File: config.mk
export PLATFORM = sky130hd
export DESIGN_NAME = viterbi_acs_bank
export DESIGN_NICKNAME = d
export VERILOG_FILES = /design/src/rtl/viterbi_pkg.sv /design/src/rtl/viterbi_acs_cell.sv /design/src/rtl/viterbi_acs_bank.sv
export SDC_FILE = /design/constraint.sdc
export NUM_CORES = 2
export LEC_CHECK = 0
export CAP_MARGIN = 30
export CORE_UTILIZATION = 30
export DETAILED_ROUTE_END_ITERATION = 10
export REMOVE_ABC_BUFFERS = 1
export SKIP_LAST_GASP = 1
export SLEW_MARGIN = 40
export SYNTH_ARGS = -nofsm -noshare
export SYNTH_HDL_FRONTEND = slang
export SYNTH_SLANG_ARGS = --single-unit
File: constraint.sdc
create_clock -name clk -period 16.4 [get_ports clk]
set_clock_uncertainty 0.05 [all_clocks]
set_input_delay 3.28 -clock clk [delete_from_list [all_inputs] [get_ports clk]]
set_output_delay 3.28 -clock clk [all_outputs]
set_load 0.02 [all_outputs]
File: src/rtl/viterbi_pkg.sv
// Shared constants and trellis helpers for the K=7, rate-1/2 (133/171 octal)
// Viterbi add-compare-select datapath.
package viterbi_pkg;

  localparam int unsigned K       = 7;
  localparam int unsigned NSTATES = 64;
  localparam int unsigned SW      = 6;
  localparam logic [K-1:0] G0     = 7'o133;
  localparam logic [K-1:0] G1     = 7'o171;

  // Encoder output {e1,e0} when input bit u is shifted into state
  function automatic logic [1:0] exp_bits(input logic [SW-1:0] state, input logic u);
    logic [K-1:0] r;
    r = {state, u};
    return {^(r & G1), ^(r & G0)};
  endfunction

  // Hamming distance between two bit pairs (0..2)
  function automatic logic [1:0] hamming2(input logic [1:0] rx, input logic [1:0] exp);
    logic [1:0] d;
    d = rx ^ exp;
    return 2'(d[0]) + 2'(d[1]);
  endfunction

endpackage

File: src/rtl/viterbi_acs_cell.sv
// One add-compare-select butterfly half: picks the cheaper of two
// predecessor paths into a single next state. Ties go to predecessor p0.
module viterbi_acs_cell
  import viterbi_pkg::*;
#(
  parameter int unsigned MW = 7
) (
  input  logic [MW-1:0] pm0,
  input  logic [MW-1:0] pm1,
  input  logic [1:0]    bm0,
  input  logic [1:0]    bm1,
  output logic [MW-1:0] metric_c,
  output logic          dec_c
);

  logic [MW-1:0] cand0;
  logic [MW-1:0] cand1;

  // Saturating add: once the metric is within 1 of full scale it pins at max
  function automatic logic [MW-1:0] sat_add(input logic [MW-1:0] pm, input logic [1:0] bm);
    if (&pm[MW-1:1]) begin
      return '1;
    end
    return pm + MW'(bm);
  endfunction

  // Add both candidates, then select the smaller (p0 on ties)
  always_comb begin
    cand0    = sat_add(pm0, bm0);
    cand1    = sat_add(pm1, bm1);
    metric_c = cand0;
    dec_c    = 1'b0;
    if (cand1 < cand0) begin
      metric_c = cand1;
      dec_c    = 1'b1;
    end
  end

endmodule

File: src/rtl/viterbi_acs_bank.sv
// 64-state ACS bank for the 802.11a Viterbi decoder. Holds the registered
// path metrics, runs one trellis step per valid input pair, normalises, and
// registers survivor decisions plus the best state/metric.
// Optional build macro: VITERBI_ERASURE_EN adds rx_erase[1:0]; erased bits
// do not contribute to the branch metric.
module viterbi_acs_bank
  import viterbi_pkg::*;
#(
  parameter int unsigned MW        = 7,
  parameter int unsigned INIT_BIAS = 32
) (
  input  logic               clk,
  input  logic               rst_n,
  input  logic               start,
  input  logic               in_valid,
  input  logic [1:0]         rx_bits,
`ifdef VITERBI_ERASURE_EN
  input  logic [1:0]         rx_erase,
`endif
  output logic               dec_valid,
  output logic [NSTATES-1:0] dec,
  output logic [SW-1:0]      best_state,
  output logic [MW-1:0]      best_metric
);

  localparam logic [MW-1:0] BIAS = MW'(INIT_BIAS);

  logic [MW-1:0]      metric_q   [NSTATES];
  logic [MW-1:0]      src_metric [NSTATES];
  logic [MW-1:0]      sel_metric [NSTATES];
  logic [MW-1:0]      new_metric [NSTATES];
  logic [NSTATES-1:0] dec_c;
  logic [1:0]         erase;
  logic [1:0]         bm_tab     [4];
  logic [SW-1:0]      best_state_c;
  logic [MW-1:0]      best_metric_c;

  function automatic logic [MW-1:0] init_metric(input int unsigned idx);
    return (idx == 0) ? '0 : BIAS;
  endfunction

`ifdef VITERBI_ERASURE_EN
  assign erase = rx_erase;
`else
  assign erase = 2'b00;
`endif

  // Branch metric for each of the four possible expected pairs; an erased bit
  // is compared against itself so it never counts as a mismatch
  always_comb begin
    for (int e = 0; e < 4; e++) begin
      bm_tab[e] = hamming2(rx_bits, (2'(e) & ~erase) | (rx_bits & erase));
    end
  end

  // A step issued together with start works from the initial metrics
  always_comb begin
    for (int i = 0; i < NSTATES; i++) begin
      src_metric[i] = start ? init_metric(i) : metric_q[i];
    end
  end

  // One ACS cell per next state; predecessors and expected pairs are fixed by the trellis
  for (genvar g = 0; g < NSTATES; g++) begin : g_acs
    localparam logic [SW-1:0] NS = SW'(g);
    localparam logic [SW-1:0] P0 = {1'b0, NS[SW-1:1]};
    localparam logic [SW-1:0] P1 = {1'b1, NS[SW-1:1]};
    localparam logic [1:0]    E0 = exp_bits(P0, NS[0]);
    localparam logic [1:0]    E1 = exp_bits(P1, NS[0]);

    viterbi_acs_cell #(
      .MW (MW)
    ) u_cell (
      .pm0      (src_metric[P0]),
      .pm1      (src_metric[P1]),
      .bm0      (bm_tab[E0]),
      .bm1      (bm_tab[E1]),
      .metric_c (sel_metric[g]),
      .dec_c    (dec_c[g])
    );
  end

  // Drop half of full scale from every metric once all of them are in the upper half
  always_comb begin
    logic all_msb;
    all_msb = 1'b1;
    for (int i = 0; i < NSTATES; i++) begin
      all_msb = all_msb & sel_metric[i][MW-1];
    end
    for (int i = 0; i < NSTATES; i++) begin
      new_metric[i] = all_msb ? {1'b0, sel_metric[i][MW-2:0]} : sel_metric[i];
    end
  end

  // Balanced argmin tree; the left (lower-index) entry wins ties at every level
  always_comb begin
    logic [MW-1:0] am [NSTATES];
    logic [SW-1:0] ai [NSTATES];
    for (int i = 0; i < NSTATES; i++) begin
      am[i] = new_metric[i];
      ai[i] = SW'(i);
    end
    for (int w = NSTATES / 2; w >= 1; w = w / 2) begin
      for (int i = 0; i < w; i++) begin
        if (am[2*i+1] < am[2*i]) begin
          am[i] = am[2*i+1];
          ai[i] = ai[2*i+1];
        end else begin
          am[i] = am[2*i];
          ai[i] = ai[2*i];
        end
      end
    end
    best_metric_c = am[0];
    best_state_c  = ai[0];
  end

  // Path metric registers: step on valid, reload on bare start, hold otherwise
  always_ff @(posedge clk or negedge rst_n) begin
    if (!rst_n) begin
      for (int i = 0; i < NSTATES; i++) begin
        metric_q[i] <= init_metric(i);
      end
    end else if (in_valid) begin
      for (int i = 0; i < NSTATES; i++) begin
        metric_q[i] <= new_metric[i];
      end
    end else if (start) begin
      for (int i = 0; i < NSTATES; i++) begin
        metric_q[i] <= init_metric(i);
      end
    end
  end

  // Decision and best-path outputs, refreshed only on a step
  always_ff @(posedge clk or negedge rst_n) begin
    if (!rst_n) begin
      dec_valid   <= 1'b0;
      dec         <= '0;
      best_state  <= '0;
      best_metric <= '0;
    end else begin
      dec_valid <= in_valid;
      if (in_valid) begin
        dec         <= dec_c;
        best_state  <= best_state_c;
        best_metric <= best_metric_c;
      end
    end
  end

endmodule
# Word-level counts from Yosys, hierarchy flattened
# Cells that the tools add are included.
totals:
  ram_bits: 0
  wordCells: 1098
  latchBits: 0
  input_bits: 6
  mem_count: 0
  regBits: 526
  mem_bits_ro: 0
classes:
  div: 0
  n_eq_ne: 0
  n_bitwise: 66
  reduce_logical: 65
  mux: 640
  n_mul: 0
  n_shift: 0
  n_addsub: 132
  magnitude_cmp: 127
ops:
  columns: ["op", "count"]
  rows:
  - ["7-bit 2-to-1 mux", 447]
  - ["7-bit by 2-bit adder with 7-bit output", 128]
  - ["448-bit 2-to-1 mux", 2]
  - ["7-bit < comparator", 127]
  - ["6-bit AND reduction", 64]
  - ["1-bit 2-to-1 mux", 160]
  - ["6-bit 2-to-1 mux", 26]
  - ["1-bit bitwise AND", 63]
  - ["2-bit 2-to-1 mux", 5]
  - ["1-bit by 1-bit adder with 2-bit output", 4]
  - ["1-bit inverter", 2]
  - ["2-bit inverter", 1]
  - ["2-bit nonzero test", 1]

# Depth between registers and ports, before layout
depth:
  ltp_word: 82
  mapped_depth: 101

# Modules after synthesis
# A second synthesis with hierarchy kept.
unflattened:
  cells_unflattened: 9776
  area_unflattened_um2: 81041.5
modules_own_cells:
  columns: ["mod", "area_each_um2", "cells_per_inst", "n_inst"]
  rows:
  - ["viterbi_acs_bank", 39756.9, 4234, 1]
  - ["viterbi_acs_cell (g_acs[0].u_cell ...)", 653.1, 87, 51]
  - ["viterbi_acs_cell (g_acs[59].u_cell ...)", 606.8, 85, 9]
  - ["viterbi_acs_cell (g_acs[57].u_cell)", 660.6, 87, 1]
  - ["viterbi_acs_cell (g_acs[1].u_cell)", 648.1, 87, 1]
  - ["viterbi_acs_cell (g_acs[9].u_cell)", 608.1, 84, 1]
  - ["viterbi_acs_cell (g_acs[58].u_cell)", 596.8, 82, 1]

# Worst setup path after synthesis
# Ideal clock, no wire load.
synth_path:
  kind: "in2reg"
  from: "input start"
  to: "register best_state[3]"
  setup_slack_ns: -5.277
  t_arrival_ns: 21.506
  setup_time_ns: 0.121
  n_path_buf: 27
  cell_stages: 92
  required_ns: 16.229
  path_cell_list: "buf_6 > buf_6 > clkbuf_1 > buf_2 > buf_2 > buf_4 > buf_2 > buf_2 > buf_2 > buf_2 > clkbuf_1 > clkbuf_1 > buf_1 > clkbuf_1 > clkbuf_1 > clkbuf_1 > buf_1 > clkbuf_1 > (+56 left out) > clkbuf_1 > mux2i_1 > inv_1 > ha_1 > o2111ai_1 > and4b_1 > clkbuf_1 > o21a_1 > buf_6 > mux2_4 > ha_1 > a21oi_1 > nor2b_1 > nor3_1 > o21a_1 > a31o_2 > o211ai_1 > a22o_1"
synth_via:
  elab_chain_len: 82
synth_rtl:
  columns: ["item", "line_no", "text"]
  rows:
  - ["start: declaration", "viterbi_acs_bank.sv:14", "input logic start,"]
  - ["branches (longest 81 deep; another with 7-bit by 2-bit adder with 7-bit output)", null, null]
  - ["6-bit 2-to-1 mux *", "viterbi_acs_bank.sv:105", "if (am[2*i+1] < am[2*i]) begin"]
  - ["end signal: assignment", "viterbi_acs_bank.sv:146", "best_state <= best_state_c;"]
  - ["end: declaration", "viterbi_acs_bank.sv:22", "output logic [SW-1:0] best_state,"]
# Mark *: on every way between the ends.
# A chain may end at the register's enable or synchronous reset.

# Worst setup path after layout
layout_path:
  from: "input rx_bits[0]"
  to: "register best_metric[2]"
layout_via:
  elab_chain_len: 82
layout_rtl:
  columns: ["item", "line_no", "text"]
  rows:
  - ["start: declaration", "viterbi_acs_bank.sv:16", "input logic [1:0] rx_bits,"]
  - ["2-bit inverter (no line)", null, null]
  - ["1-bit by 1-bit adder with 2-bit output", "viterbi_pkg.sv:22", "return 2'(d[0]) + 2'(d[1]);"]
  - ["7-bit by 2-bit adder with 7-bit output", "viterbi_acs_cell.sv:24", "return pm + MW'(bm);"]
  - ["7-bit 2-to-1 mux", "viterbi_acs_cell.sv:24", null]
  - ["7-bit < comparator", "viterbi_acs_cell.sv:33", "if (cand1 < cand0) begin"]
  - ["7-bit 2-to-1 mux", "viterbi_acs_cell.sv:33", null]
  - ["1-bit bitwise AND (63 in a row)", "viterbi_acs_bank.sv:88", "all_msb = all_msb & sel_metric[i][MW-1];"]
  - ["7-bit 2-to-1 mux", "viterbi_acs_bank.sv:91", "new_metric[i] = all_msb ? {1'b0, sel_metric[i][MW-2:0]} : sel_metric[i];"]
  - ["(+4 left out)", null, null]
  - ["7-bit < comparator", "viterbi_acs_bank.sv:105", null]
  - ["7-bit 2-to-1 mux", "viterbi_acs_bank.sv:105", null]
  - ["7-bit < comparator", "viterbi_acs_bank.sv:105", null]
  - ["7-bit 2-to-1 mux", "viterbi_acs_bank.sv:105", null]
  - ["7-bit < comparator", "viterbi_acs_bank.sv:105", null]
  - ["7-bit 2-to-1 mux", "viterbi_acs_bank.sv:105", null]
  - ["7-bit < comparator", "viterbi_acs_bank.sv:105", null]
  - ["7-bit 2-to-1 mux *", "viterbi_acs_bank.sv:105", null]
  - ["end signal: assignment", "viterbi_acs_bank.sv:147", "best_metric <= best_metric_c;"]
  - ["end: declaration", "viterbi_acs_bank.sv:23", "output logic [MW-1:0] best_metric"]
# Mark *: on every way between the ends. The rest lies on a longest branch, timed or not.

==> summary.txt <==
Timing
  – Max-slew violations: 0
  – Final worst slack: -0.120 ns
  – Fin crit share: 1.01
  – Slew @ Worst Pin: between 0.9 and 1 ns
  – Max_slew headroom: 0.397
  – Hold Violations, Final: 0
  – Max Fclk: 0.0605 GHz
  – Setup TNS: -0.768 ns
  – Final worst path period need: between 15 and 20 ns
  – Hold WS: around 0.44 ns
  – # setup viols final: 11
  – RSZ-0062 raised after global routing: true

Layout
  – Share of layout cells above drive strength 1: 0.344
  – Design area: around 110,000 µm²
  – Filler Cells Inserted: about 25,000
  – Area Growth Syn to Fin: 47.1%
  – Most frequent cells in the layout: 3,329 x buf_4, 1,160 x nand2_1, 1,007 x nor2_1
  – Layout Cells excl Fill: between 15,000 and 20,000
  – Most common cell after layout, fill and taps aside: buf_4
  – NumNets Final: around 14,000

Floorplanning
  – Starting density of the core: 0.301
  – IO Count: 84
  – Core Region: between 200,000 and 300,000 µm²
  – Die X: between 500 and 600 µm
  – Die area: around 260,000 µm²
  – Die H: 507 µm
  – Number of cell rows: 185

Clock network
  – Num CTS Buffers: 72
  – Sink Count: around 530
  – CTS Buffer Depth: 3
  – CTS HTree Levels: 3
  – Worst skew pair latency: around 0.74 ns
  – Worst-path clk slew: 0.06 ns
  – Hold buffer count at CTS: 0
  – Clock root cell: clkbuf_16
  – TritonCTS clock tree: done

Synthesis
  – Asr flop ratio synth: 1.00
  – Post-synth EDFFs: 0
  – Post-synthesis cell type with the largest combined area: dfrtp_1
  – Flops & latches, synth: 526
  – Largest family of logic cells by synthesized area: compound AO/OA/AOI/OAI gates
  – Post-Synth Simple-Gate Area: 0.226
  – Synth Area in Compound Gates: 0.234
  – Top cells by area, synth: dfrtp_1 15%, ha_1 14%, mux2i_1 7.6%
  – Synth Warn #: 0
  – Mux share of post-synthesis cell area: 0.107
  – Post-synth top area share: 0.151
  – Synth Instances: just over 10,000
  – Synth Area in Adders: 0.153
  – Post-synthesis xor/xnor area fraction: 0.0438
  – Register area share after synthesis: 0.173
  – Post-synthesis cell area: ~77,000 µm²
  – Most used DFF post-synth: dfrtp_1
  – Post-synthesis cell type count: 128
  – Syn_area_per_cell: about 7.4 µm²

Routing
  – First-pass DRT Iterations: 6
  – DR DRC count: 0
  – Final WL: 352,000 µm
  – DR vias/cell: 5.31
  – Vias: around 90,000
  – Starting DRT DRC Count: 7,800
  – Routed Antenna Nets: 0
  – Wire length per cell: around 21 µm

Hold path
  – Hold endpoint: dec[33]
  – Hold path cells: 2
  – Hold Path Class: flip-flop to flip-flop
  – Worst hold path startpoint: dec[33]

Critical path
  – CP Launch Type: primary input
  – Origin of the worst setup path: rx_bits[0]
  – Critical setup path kind: primary input to flip-flop
  – Worst path most repeated cell: buf_4
  – R2r setup slk: 2.64 ns
  – Worst reg2reg endpoint: best_metric[2]
  – Peak per-stage delay on the critical path: approximately 0.56 ns
  – WP data required: between 15 and 20 ns
  – Worst EP arrival: 17.05 ns
  – RR Startpoint: metric_q[141]
  – Maximum fanout along the worst path: 11
  – Crit path capture type: flip-flop
  – FF-to-FF path depth: 73
  – CP max stage cell: or4b_4

Place
  – Inst Count DP: roughly 17,000
  – # port buffers: 83
  – Routability cong.: approximately 1
  – Detailed placement HPWL: 286,000 µm
  – Placed cell area: about 110,000 µm²

GRT
  – GR Util All Layers: 0.264
  – Initial antenna violation count: 9
  – Largest net degree at the start of global routing: around 150
  – Grt total ovfl: 0
  – Vias in the first global route: roughly 84,000
  – First-pass GRT wire length: 522,000 µm

Flow run
  – Maxcap violations: 0

Status
  – Failing checks: setup timing
  – Status: finished, violations left
## synthesized netlist by cell type (all sizes together) (48+ instances only)
| cell | n |
|---|---|
| nand2 | 1174 |
| nor2 | 1054 |
| o21ai | 921 |
| ha | 826 |
| inv | 715 |
| a21oi | 709 |
| mux2i | 581 |
| dfrtp | 463 |
| clkbuf | 342 |
| nand3 | 278 |
| xnor2 | 267 |
| nor3 | 211 |
| mux2 | 209 |
| nand2b | 159 |
| buf | 154 |
| a21o | 152 |
| nor2b | 142 |
| nand4 | 122 |
| xor2 | 116 |
| a211oi | 108 |
| and2 | 93 |
| o211ai | 91 |
| o21a | 90 |
| and3 | 87 |
| a31oi | 82 |
| or2 | 74 |
| a31o | 72 |
| fa | 65 |
| dfstp | 63 |
| o31ai | 51 |
| or3 | 49 |
| and3b | 48 |
## logic make-up after synthesis
logic type,after synthesis
adders and majority gates,901
muxes,790
and+or+nand+nor,3669
buffers and inverters,1213
AOI/OAI and AO/OA,2798
xor gates and xnor gates,383
DFF,526
## how the worst max path moves through the flow
stage / end / slack, ns / depth (start not counted)
floorplan: best_state[3] / -8.30 / 62
global placement: best_state[3] / -2.82 / 75
detailed placement: best_state[3] / -2.94 / 74
CTS: best_metric[2] / 0.03 / 80
global route: best_state[1] / -0.55 / 76
finish: best_metric[2] / -0.12 / 71
## cell type report
class | instances | area (µm²) | area share
flip-flops and latches | 526 | 13200 | 0.118
repair buffers | 3548 | 28000 | 0.249
diodes | 2 | 5.00 | 0.0000445
clock buffers | 93 | 2000 | 0.0178
clock inverters | 39 | 552 | 0.00490
multi-input cells | 8544 | 61800 | 0.549
well taps | 3366 | 4210 | 0.0374
inverters | 717 | 2730 | 0.0243
## state kept, by name (all words and copies together) (netlist names)
| name | cells |
|---|---|
| best_metric | 7 |
| best_state | 6 |
| dec | 64 |
| dec_valid | 1 |
| metric_q | 448 |
## layer usage
metal | global-route usage | vias to the layer above | wire length, µm
met2 | 0.418 | 2891 | 154000
li1 | - | 43200 | -
met4 | 0.133 | 2 | 20100
met5 | 0 | - | 8
met1 | 0.355 | 42600 | 156000
met3 | 0.0282 | 619 | 22400
## repair_timing
item,in CTS,in global routing
cloned,3,1
gates resized for setup,495,383
setup buffers,97,56
pin swaps,161,158
setup endpoints to repair,13,13
## through the flow
stage	worst slack, ns	util
after global placement	-2.82	0.414
final	-0.120	0.443
after detailed placement	-2.94	0.414
after floorplan	-8.30	-
after global routing	-0.554	0.443
after CTS	0.0273	0.436
## critical path, delay by kind of cell
kind	cells	cell delay [ns]
compound gates	22	4.00
simple gates	19	3.50
buf+inv	16	2.43
fa+ha+maj	8	2.22
mux	6	1.56
Power is left out: the tool's default activity adds up to more than one toggle a clock period on the data nets, which glitch-free logic cannot reach.
